### src/rtl/oam_dma_arbiter_pkg.sv
// rtl/oam_dma_arbiter_pkg.sv - shared types and constants for the sprite DMA arbiter
//
// Purpose : FSM state encoding, default bus addresses and transfer length for
//           oam_dma_arbiter and its bus mux.
// Ports   : none (package).
package oam_dma_arbiter_pkg;

  localparam logic [15:0] DEF_DMA_REG_ADDR  = 16'h4014;
  localparam logic [15:0] DEF_OAM_DATA_ADDR = 16'h2004;
  localparam int          DEF_XFER_LEN      = 256;

  typedef enum logic [2:0] {
    ST_IDLE  = 3'd0,
    ST_HALT  = 3'd1,
    ST_ALIGN = 3'd2,
    ST_READ  = 3'd3,
    ST_WRITE = 3'd4
  } dma_state_t;

  // The DMA owns the bus from the first dummy/get cycle to the last put cycle.
  // HALT is excluded: the CPU still drives the bus while it winds down.
  function automatic logic dma_owns_bus(input dma_state_t s);
    return (s == ST_ALIGN) || (s == ST_READ) || (s == ST_WRITE);
  endfunction

endpackage

### src/rtl/oam_dma_bus_mux.sv
// rtl/oam_dma_bus_mux.sv - combinational CPU/DMA selector for the system bus
//
// Purpose : Chooses address, write data and direction for the system bus from
//           either the CPU core or the DMA sequencer, based on the FSM state.
// Ports   :
//   i_state        in  3   current arbiter state (dma_state_t encoding)
//   i_cpu_addr     in  16  CPU address
//   i_cpu_data_out in  8   CPU write data
//   i_cpu_rw       in  1   CPU direction (1=read)
//   i_page         in  8   latched DMA source page
//   i_idx          in  8   current byte index within the page
//   i_dma_data     in  8   byte captured on the last get cycle
//   o_bus_addr     out 16  arbitrated address
//   o_bus_data_out out 8   arbitrated write data
//   o_bus_rw       out 1   arbitrated direction
module oam_dma_bus_mux
  import oam_dma_arbiter_pkg::*;
#(
  parameter logic [15:0] OAM_DATA_ADDR = DEF_OAM_DATA_ADDR
) (
  input  logic [2:0]  i_state,
  input  logic [15:0] i_cpu_addr,
  input  logic [7:0]  i_cpu_data_out,
  input  logic        i_cpu_rw,
  input  logic [7:0]  i_page,
  input  logic [7:0]  i_idx,
  input  logic [7:0]  i_dma_data,
  output logic [15:0] o_bus_addr,
  output logic [7:0]  o_bus_data_out,
  output logic        o_bus_rw
);

  dma_state_t w_state;
  assign w_state = dma_state_t'(i_state);

  always_comb begin
    o_bus_addr     = i_cpu_addr;
    o_bus_data_out = i_cpu_data_out;
    o_bus_rw       = i_cpu_rw;
    case (w_state)
      // Alignment burns a cycle as a dummy read of whatever the CPU is addressing.
      ST_ALIGN: begin
        o_bus_rw = 1'b1;
      end
      // The index is concatenated rather than added, so the source never carries
      // into the next page.
      ST_READ: begin
        o_bus_addr = {i_page, i_idx};
        o_bus_rw   = 1'b1;
      end
      ST_WRITE: begin
        o_bus_addr     = OAM_DATA_ADDR;
        o_bus_data_out = i_dma_data;
        o_bus_rw       = 1'b0;
      end
      default: begin
        o_bus_addr     = i_cpu_addr;
        o_bus_data_out = i_cpu_data_out;
        o_bus_rw       = i_cpu_rw;
      end
    endcase
  end

endmodule

### src/rtl/oam_dma_arbiter.sv
// rtl/oam_dma_arbiter.sv - 2A03 sprite DMA ($4014) bus arbiter and sequencer
//
// Purpose : Sits between the CPU core and the system bus. A CPU write to the DMA
//           register halts the core (o_cpu_rdy=0), then copies XFER_LEN bytes from
//           page {data,8'h00} to OAM_DATA_ADDR as alternating get/put cycles, then
//           returns the bus to the CPU.
// Config  : OAM_DMA_ALIGN_EN defined   -> an ALIGN cycle is inserted when needed so
//                                         every get cycle lands on apu_phase 0.
//           OAM_DMA_ALIGN_EN undefined -> HALT always goes straight to READ.
// Ports   :
//   i_clock        in  1   system clock (CPU rate)
//   i_reset        in  1   synchronous, active-high reset
//   i_cpu_addr     in  16  address driven by the CPU core
//   i_cpu_data_out in  8   write data from the CPU core
//   i_cpu_rw       in  1   CPU direction (1=read, 0=write)
//   i_mem_data_in  in  8   read data returned by the bus
//   o_bus_addr     out 16  arbitrated bus address
//   o_bus_data_out out 8   arbitrated write data
//   o_bus_rw       out 1   arbitrated direction (1=read, 0=write)
//   o_cpu_rdy      out 1   0 = CPU must stall on its next read cycle
//   o_dma_active   out 1   1 while the DMA owns the bus (ALIGN/READ/WRITE)
module oam_dma_arbiter
  import oam_dma_arbiter_pkg::*;
#(
  parameter logic [15:0] DMA_REG_ADDR  = DEF_DMA_REG_ADDR,
  parameter logic [15:0] OAM_DATA_ADDR = DEF_OAM_DATA_ADDR,
  parameter int          XFER_LEN      = DEF_XFER_LEN
) (
  input  logic        i_clock,
  input  logic        i_reset,
  input  logic [15:0] i_cpu_addr,
  input  logic [7:0]  i_cpu_data_out,
  input  logic        i_cpu_rw,
  input  logic [7:0]  i_mem_data_in,
  output logic [15:0] o_bus_addr,
  output logic [7:0]  o_bus_data_out,
  output logic        o_bus_rw,
  output logic        o_cpu_rdy,
  output logic        o_dma_active
);

  localparam logic [7:0] LAST_IDX = 8'(XFER_LEN - 1);

  dma_state_t r_state;
  dma_state_t w_next_state;
  logic [7:0] r_idx;
  logic [7:0] r_page;
  logic [7:0] r_dma_data;
  logic       r_apu_phase;   // 0 = get cycle, 1 = put cycle
  logic       w_dma_trigger;
  logic       w_last_byte;

  assign w_dma_trigger = !i_cpu_rw && (i_cpu_addr == DMA_REG_ADDR);
  assign w_last_byte   = (r_idx == LAST_IDX);

  always_ff @(posedge i_clock) begin
    if (i_reset) begin
      r_state     <= ST_IDLE;
      r_idx       <= 8'd0;
      r_page      <= 8'd0;
      r_dma_data  <= 8'd0;
      r_apu_phase <= 1'b0;
    end else begin
      r_state     <= w_next_state;
      r_apu_phase <= ~r_apu_phase;
      // Page is only captured from IDLE; later $4014 writes during HALT are ignored.
      if ((r_state == ST_IDLE) && w_dma_trigger) begin
        r_page <= i_cpu_data_out;
        r_idx  <= 8'd0;
      end
      if (r_state == ST_READ) begin
        r_dma_data <= i_mem_data_in;
      end
      if (r_state == ST_WRITE) begin
        r_idx <= w_last_byte ? 8'd0 : r_idx + 8'd1;
      end
    end
  end

  always_comb begin
    w_next_state = r_state;
    case (r_state)
      ST_IDLE: begin
        if (w_dma_trigger) begin
          w_next_state = ST_HALT;
        end
      end
      // A CPU write cannot be stalled, so wait here until the core issues a read;
      // that read cycle is the halt cycle.
      ST_HALT: begin
        if (i_cpu_rw) begin
`ifdef OAM_DMA_ALIGN_EN
          // Current phase 1 means the next cycle is a get cycle.
          w_next_state = r_apu_phase ? ST_READ : ST_ALIGN;
`else
          w_next_state = ST_READ;
`endif
        end
      end
      ST_ALIGN: w_next_state = ST_READ;
      ST_READ:  w_next_state = ST_WRITE;
      ST_WRITE: w_next_state = w_last_byte ? ST_IDLE : ST_READ;
      default:  w_next_state = ST_IDLE;
    endcase
  end

  assign o_cpu_rdy    = (r_state == ST_IDLE);
  assign o_dma_active = dma_owns_bus(r_state);

  oam_dma_bus_mux #(
    .OAM_DATA_ADDR (OAM_DATA_ADDR)
  ) u_bus_mux (
    .i_state        (r_state),
    .i_cpu_addr     (i_cpu_addr),
    .i_cpu_data_out (i_cpu_data_out),
    .i_cpu_rw       (i_cpu_rw),
    .i_page         (r_page),
    .i_idx          (r_idx),
    .i_dma_data     (r_dma_data),
    .o_bus_addr     (o_bus_addr),
    .o_bus_data_out (o_bus_data_out),
    .o_bus_rw       (o_bus_rw)
  );

endmodule

### config.mk
export PLATFORM = sky130hd
export DESIGN_NAME = oam_dma_arbiter
export DESIGN_NICKNAME = d
export VERILOG_FILES = /design/src/rtl/oam_dma_arbiter_pkg.sv /design/src/rtl/oam_dma_bus_mux.sv /design/src/rtl/oam_dma_arbiter.sv
export SDC_FILE = /design/constraint.sdc
export NUM_CORES = 1
export LEC_CHECK = 0
export BUFFER_PORTS_ARGS = -buffer_cell sky130_fd_sc_hd__buf_2
export CORE_AREA = 8 8 65 67
export DETAILED_ROUTE_END_ITERATION = 10
export DIE_AREA = 0 0 73 75
export HOLD_SLACK_MARGIN = 0.15
export PLACE_DENSITY = 0.78
export SYNTH_ARGS = -nofsm -noshare
export SYNTH_HDL_FRONTEND = slang
export SYNTH_SLANG_ARGS = --single-unit
### constraint.sdc
create_clock -name i_clock -period 1.7 [get_ports i_clock]
set_input_delay 0 -clock i_clock [delete_from_list [all_inputs] [get_ports i_clock]]
set_output_delay 0 -clock i_clock [all_outputs]
set_load 0.01 [all_outputs]
* After elaboration in Yosys (flattened, before gate mapping)
Cells that the tools add are included.
** Operators by class
- Add/subtract/negate cells :: 1
- Equality and inequality tests :: 8
- Muxes and demuxes :: 10
- Reduce and logical (&&, ||, !) cells :: 9
** Operators with widths (count)
- $mux 8 :: 4
- $pmux 16 s2 :: 1
- $eq 16x15->1 const B :: 1
- $pmux 3 s5 :: 1
- $add 8x1->8 const B :: 1
- $eq 8x8->1 const B :: 1
- $eq 3x2->1 const B :: 2
- $mux 3 :: 2
- $eq 3x1->1 const B :: 1
- $eq 3x3->1 const B :: 1
- $logic_not 3->1 :: 1
- $logic_and 1x1->1 :: 2
- $logic_or 1x1->1 :: 2
- $mux 2 :: 1
- $ne 2x1->1 const B :: 1
- $ne 2x2->1 const B :: 1
- $pmux 1 s2 :: 1
- $reduce_and 2->1 :: 1
- $reduce_bool 2->1 :: 1
- $reduce_or 2->1 :: 1
- $logic_not 1->1 :: 1
** Word-level totals
- Register bits :: 27
- Input port bits :: 35
- Output and inout port bits :: 27
- Word-level logic and storage cells :: 32

* Depth between registers and ports, before layout
- Depth after elaboration :: 5
- Depth in mapped cells :: 6
- Mapped depth without buffers :: 5

* Modules after synthesis
From an unflattened synthesis, not the netlist that was laid out.
** Second synthesis, totals
- Cell total of the unflattened synthesis :: 235
- Area total of the unflattened synthesis :: 1819.2 um^2
** Modules (own cells, without submodules)
- oam_dma_arbiter :: instances 1, cells each 162, area each 1386.3 um^2, seq. area each 540.5 um^2
- oam_dma_bus_mux :: instances 1, cells each 73, area each 432.9 um^2, seq. area each 0.0 um^2

* Worst setup path before layout
Ideal clock, no wire load.
- Path kind :: register -> register
- Start :: reg r_state[0]
- End :: reg r_idx[5]
- Setup time :: 0.120 ns
- Data arrival time :: 1.440 ns
- Required time :: 1.580 ns
- Path slack :: 0.140 ns
- Stages on the path, launching flop included :: 6
- Path buffers :: 1
- Clock period less this slack :: 1.560 ns
- Path through :: dfxtp_1 -> or3_4 -> nor3_2 -> buf_6 -> nor3_4 -> a211o_1
** On the way
- Cells in the longest elaborated chain, start to end :: 3
- Elaborated cells between the ends (all ways) :: 5
- Those cells by class :: 1 x eq/ne; 1 x mux; 3 x reduce/logical
** RTL lines
- from (decl) :: line oam_dma_arbiter.sv:44 : dma_state_t r_state;
- from (signal assigned) :: line oam_dma_arbiter.sv:64 : r_state <= w_next_state;
- $logic_not 3->1 :: line oam_dma_arbiter.sv:67 : if ((r_state == ST_IDLE) && w_dma_trigger) begin
- $logic_and 1x1->1 :: line oam_dma_arbiter.sv:67
- $reduce_bool 2->1 (no source line)
- to (signal assigned) :: line oam_dma_arbiter.sv:75 : r_idx <= w_last_byte ? 8'd0 : r_idx + 8'd1;
- to (decl) :: line oam_dma_arbiter.sv:46 : logic [7:0] r_idx;
Parallel ways exist; a longest one is shown, timed or not.
A chain may end at the register's enable or synchronous reset.

* Worst setup path in the final report
- Start :: reg r_state[0]
- End :: out o_bus_addr[10]
** On the way
- Cells in the longest elaborated chain, start to end :: 2
- Elaborated cells between the ends (all ways) :: 3
- Those cells by class :: 2 x eq/ne; 1 x mux
** RTL lines
- $eq 3x3->1 or $eq 3x2->1 (tied branches) :: line oam_dma_bus_mux.sv:40 : case (w_state)
- $pmux 16 s2 (*) :: line oam_dma_bus_mux.sv:40
- to (decl) :: line oam_dma_arbiter.sv:35 : output logic [15:0] o_bus_addr,
Mark *: on every way between the ends. The rest lies on a longest branch, timed or not.

==> results.md <==
- Outcome: complete, no violations
- Sequential share of the synthesized area: 0.367
- Worst Path Required: 1700 ps
- Asr flop ratio synth: 0
- Tcrit/Tclk final: 0.985
- Initial core utilization: 0.456
- PD cells: 494 nW/µm²
- GRT Resource Usage Total: 0.179
- Critical Path Fanout Max: 6
- CP max stage delay: 400 ps
- EDFF count, synth: 0
- Routed Antenna Nets: 0
- Final setup vio count: 0
- IO Port Bufs: 61
- Main combinational cell family by area after synthesis: simple AND/OR/NAND/NOR gates
- Max-Cap Viols: 0
- DRT Wirelength: 4.86 mm
- Level count of the clock H-tree: 1
- Clock transition at path regs: 150 ps
- Unique masters post-synth: 35
- Clk_skew: 1.56 ps
- Nets: 319
- Synth Area in Adders: 0.00849
- Syn Inst Count: 192
- Layout cell share with drive strength beyond 1: 0.340
- Syn nets: 228
- Final Worst Setup Slack: 26.0 ps
- Ant diodes: 0
- Post-route minimum period: 1670 ps
- Worst hold slack: 161 ps
- Placed Instances: 303
- Die area: 5480 µm²
- Worst vdd ir: 0.263 mV
- Worst slew pin tran: 342 ps
- Drt first pass iters: 4
- Worst-Skew Late Latency: 340 ps
- Top FF cell, synth: dfxtp_1
- Fin. max-slew vios: 0
- Clk buf depth: 2
- RSZ-0062 raised after global routing: true
- DR vias: 1738
- Largest net degree at the start of global routing: 25
- FMAX: 597 MHz
- Setup TNS: 0 ps
- Crit path launch type: register
- Arr. time, crit path: 1670 ps
- Synth Area in Simple Gates: 0.313
- Compound-Gate Fraction of Synth Area: 0.207
- Area grow syn2layout: 52.6%
- Crit. End Element: primary output
- Routed WL per cell: 14.8 µm
- Total CTS buffers: 3
- Relative slew margins: 0.770
- Number of DRC markers in iteration 0: 119
- Post-synthesis mux area share: 0.0543
- Lkg Pwr: 1.02 nW
- Finished Cell Area: 2250 µm²
- Core area: 3230 µm²
- Gpl congestion: 0.856
- Synth warn: 0
- Avg Inst Size Synth: 7.68 µm²
- CP bufs+invs: 3
- Crit-path slowest cell: dfxtp_4
- Cells along the critical path: buf_6 > nor2b_4 > and2_4 > nor2_4 > buf_4 > a22o_1 > buf_2
- Cell family with most CP delay: flip-flops
- Critical path class: reg2out
- FF+latch count, synth: 27
- Total global routing overflow: 0
- Placed cell area: 1930 µm²
- Fin. Hold Viols: 0
- Drc violations: 0
- Row cnt: 21
- Global-route wire length before repair: 7.76 mm
- Dpl ws: 60.1 ps
- Antenna violations before repair: 0
- Cell Area, Synth: 1470 µm²
- I/O pin count: 62
- Drt via density: 5.30
- CTS sink count: 27
- Chip Height: 75 µm
- Xor/xnor share of the synthesized area: 0
- Die width: 73 µm
- Hold crit path type: in2reg
- Root Buffer Master: clkbuf_4
- Non-filler cells, final: 328
- CTS tree: done
- Final HPWL from detailed placement: 3.42 mm
- Vias in the first global route: 1746
==> cell usage after synthesis, types with 2 or more instances <==
| master | number | area [µm²] |
|---|---|---|
| a21oi_1 | 12 | 60.1 |
| inv_1 | 3 | 11.3 |
| buf_2 | 5 | 25.0 |
| clkbuf_1 | 7 | 26.3 |
| nor3b_1 | 2 | 15.0 |
| nor3_1 | 2 | 10.0 |
| nor4_1 | 2 | 12.5 |
| a211o_1 | 2 | 17.5 |
| nand2_1 | 52 | 195 |
| a22o_1 | 15 | 131 |
| dfxtp_1 | 27 | 541 |
| nor2_1 | 15 | 56.3 |
| a31oi_1 | 4 | 25.0 |
| o21ai_0 | 5 | 25.0 |
| mux2i_1 | 8 | 80.1 |
| and3_1 | 2 | 12.5 |
| a311oi_1 | 2 | 17.5 |
| nand3_1 | 7 | 35.0 |
| nor2_2 | 2 | 12.5 |
| or3_1 | 2 | 12.5 |
| nor3_4 | 2 | 32.5 |
==> state kept, by name, summed over array words and instances (netlist names) <==
signal      cells
r_dma_data      8
r_idx           8
r_page          8
r_state         3
==> worst paths after layout <==
check	slack, ps	from	cells past startpoint	endpoint
min	160	i_cpu_addr[3]	4	r_state[0]$_SDFFE_PP0P_
max reg2reg	130	r_state[0]$_SDFFE_PP0P_	5	r_idx[3]$_SDFFE_PP0P_
max	30	r_state[0]$_SDFFE_PP0P_	7	o_bus_addr[10]
min reg2reg	460	r_dma_data[3]$_SDFFE_PP0N_	2	r_dma_data[3]$_SDFFE_PP0N_
==> kinds of logic (layout without fill, tap and decap cells) <==
family                   Yosys count  in the layout
buffers and inverters             16            106
AO/OA/AOI/OAI                     44             44
flip-flops                        27             27
AND/OR/NAND/NOR                   96             96
adder cells (fa/ha/maj)            1              1
multiplexers                       8              8
==> where the power goes <==
part | internal (mW) | switching [mW]
combinational | 0.105 | 0.0836
clock | 0.0905 | 0.203
sequential | 0.630 | 0.0000178
total | 0.825 | 0.287
==> tightest hold or removal path, delay by kind of cell <==
family / cells / cell delay [ps]
buf+inv: 1 / 90
compound gates: 1 / 70
simple gates: 2 / 310
==> area by class of cell <==
type	count	area, µm²
clock inverters	1	7.51
multi-input cells	149	886
clock buffers	3	22.5
inverters	3	11.3
fillers	277	982
flip-flops and latches	27	548
repair buffers	99	717
well taps	46	57.6
==> cells in the final DEF (no fill, tap or decap), types with 2 or more instances in the layout <==
| cell | synthesis | final |
|---|---|---|
| nor3b_1 | 2 | 2 |
| dfxtp_1 | 27 | 25 |
| nor3_4 | 2 | 2 |
| dfxtp_4 | 0 | 2 |
| buf_12 | 0 | 4 |
| buf_2 | 5 | 59 |
| a21oi_1 | 12 | 12 |
| nor3_1 | 2 | 2 |
| mux2i_1 | 8 | 8 |
| clkbuf_4 | 0 | 3 |
| o21ai_0 | 5 | 5 |
| buf_4 | 0 | 11 |
| inv_1 | 3 | 3 |
| a22o_1 | 15 | 15 |
| a311oi_1 | 2 | 2 |
| and3_1 | 2 | 2 |
| buf_6 | 1 | 5 |
| dlygate4sd3_1 | 0 | 19 |
| nand2_1 | 52 | 51 |
| nor2_1 | 15 | 15 |
| or3_1 | 2 | 2 |
| nand3_1 | 7 | 7 |
| a31oi_1 | 4 | 4 |
| a211o_1 | 2 | 2 |
==> stage by stage <==
step,power (mW),utilization
after detailed placement,0.795,0.596
after global placement,0.794,0.596
final,1.11,0.696
after global routing,1.17,0.696
after floorplan,0.708,-
after CTS,1.12,0.686
==> metal layers <==
layer,track usage,part of all wire,vias to the layer above
li1,-,-,862
met4,0.0956,0.029,0
met3,0.0333,0.070,13
met2,0.322,0.48,67
met1,0.196,0.42,796
met5,0,0,-
==> repair_timing <==
item	4_1_cts	5_1_grt
endpoints found under the hold margin	23	0
gates resized for setup	11	10
hold buffers	20	0
setup endpoints to repair	18	35
buffers inserted	2	0
pin swaps	1	4
cloned	0	0
No activity file was read; power rests on OpenSTA's default activity.
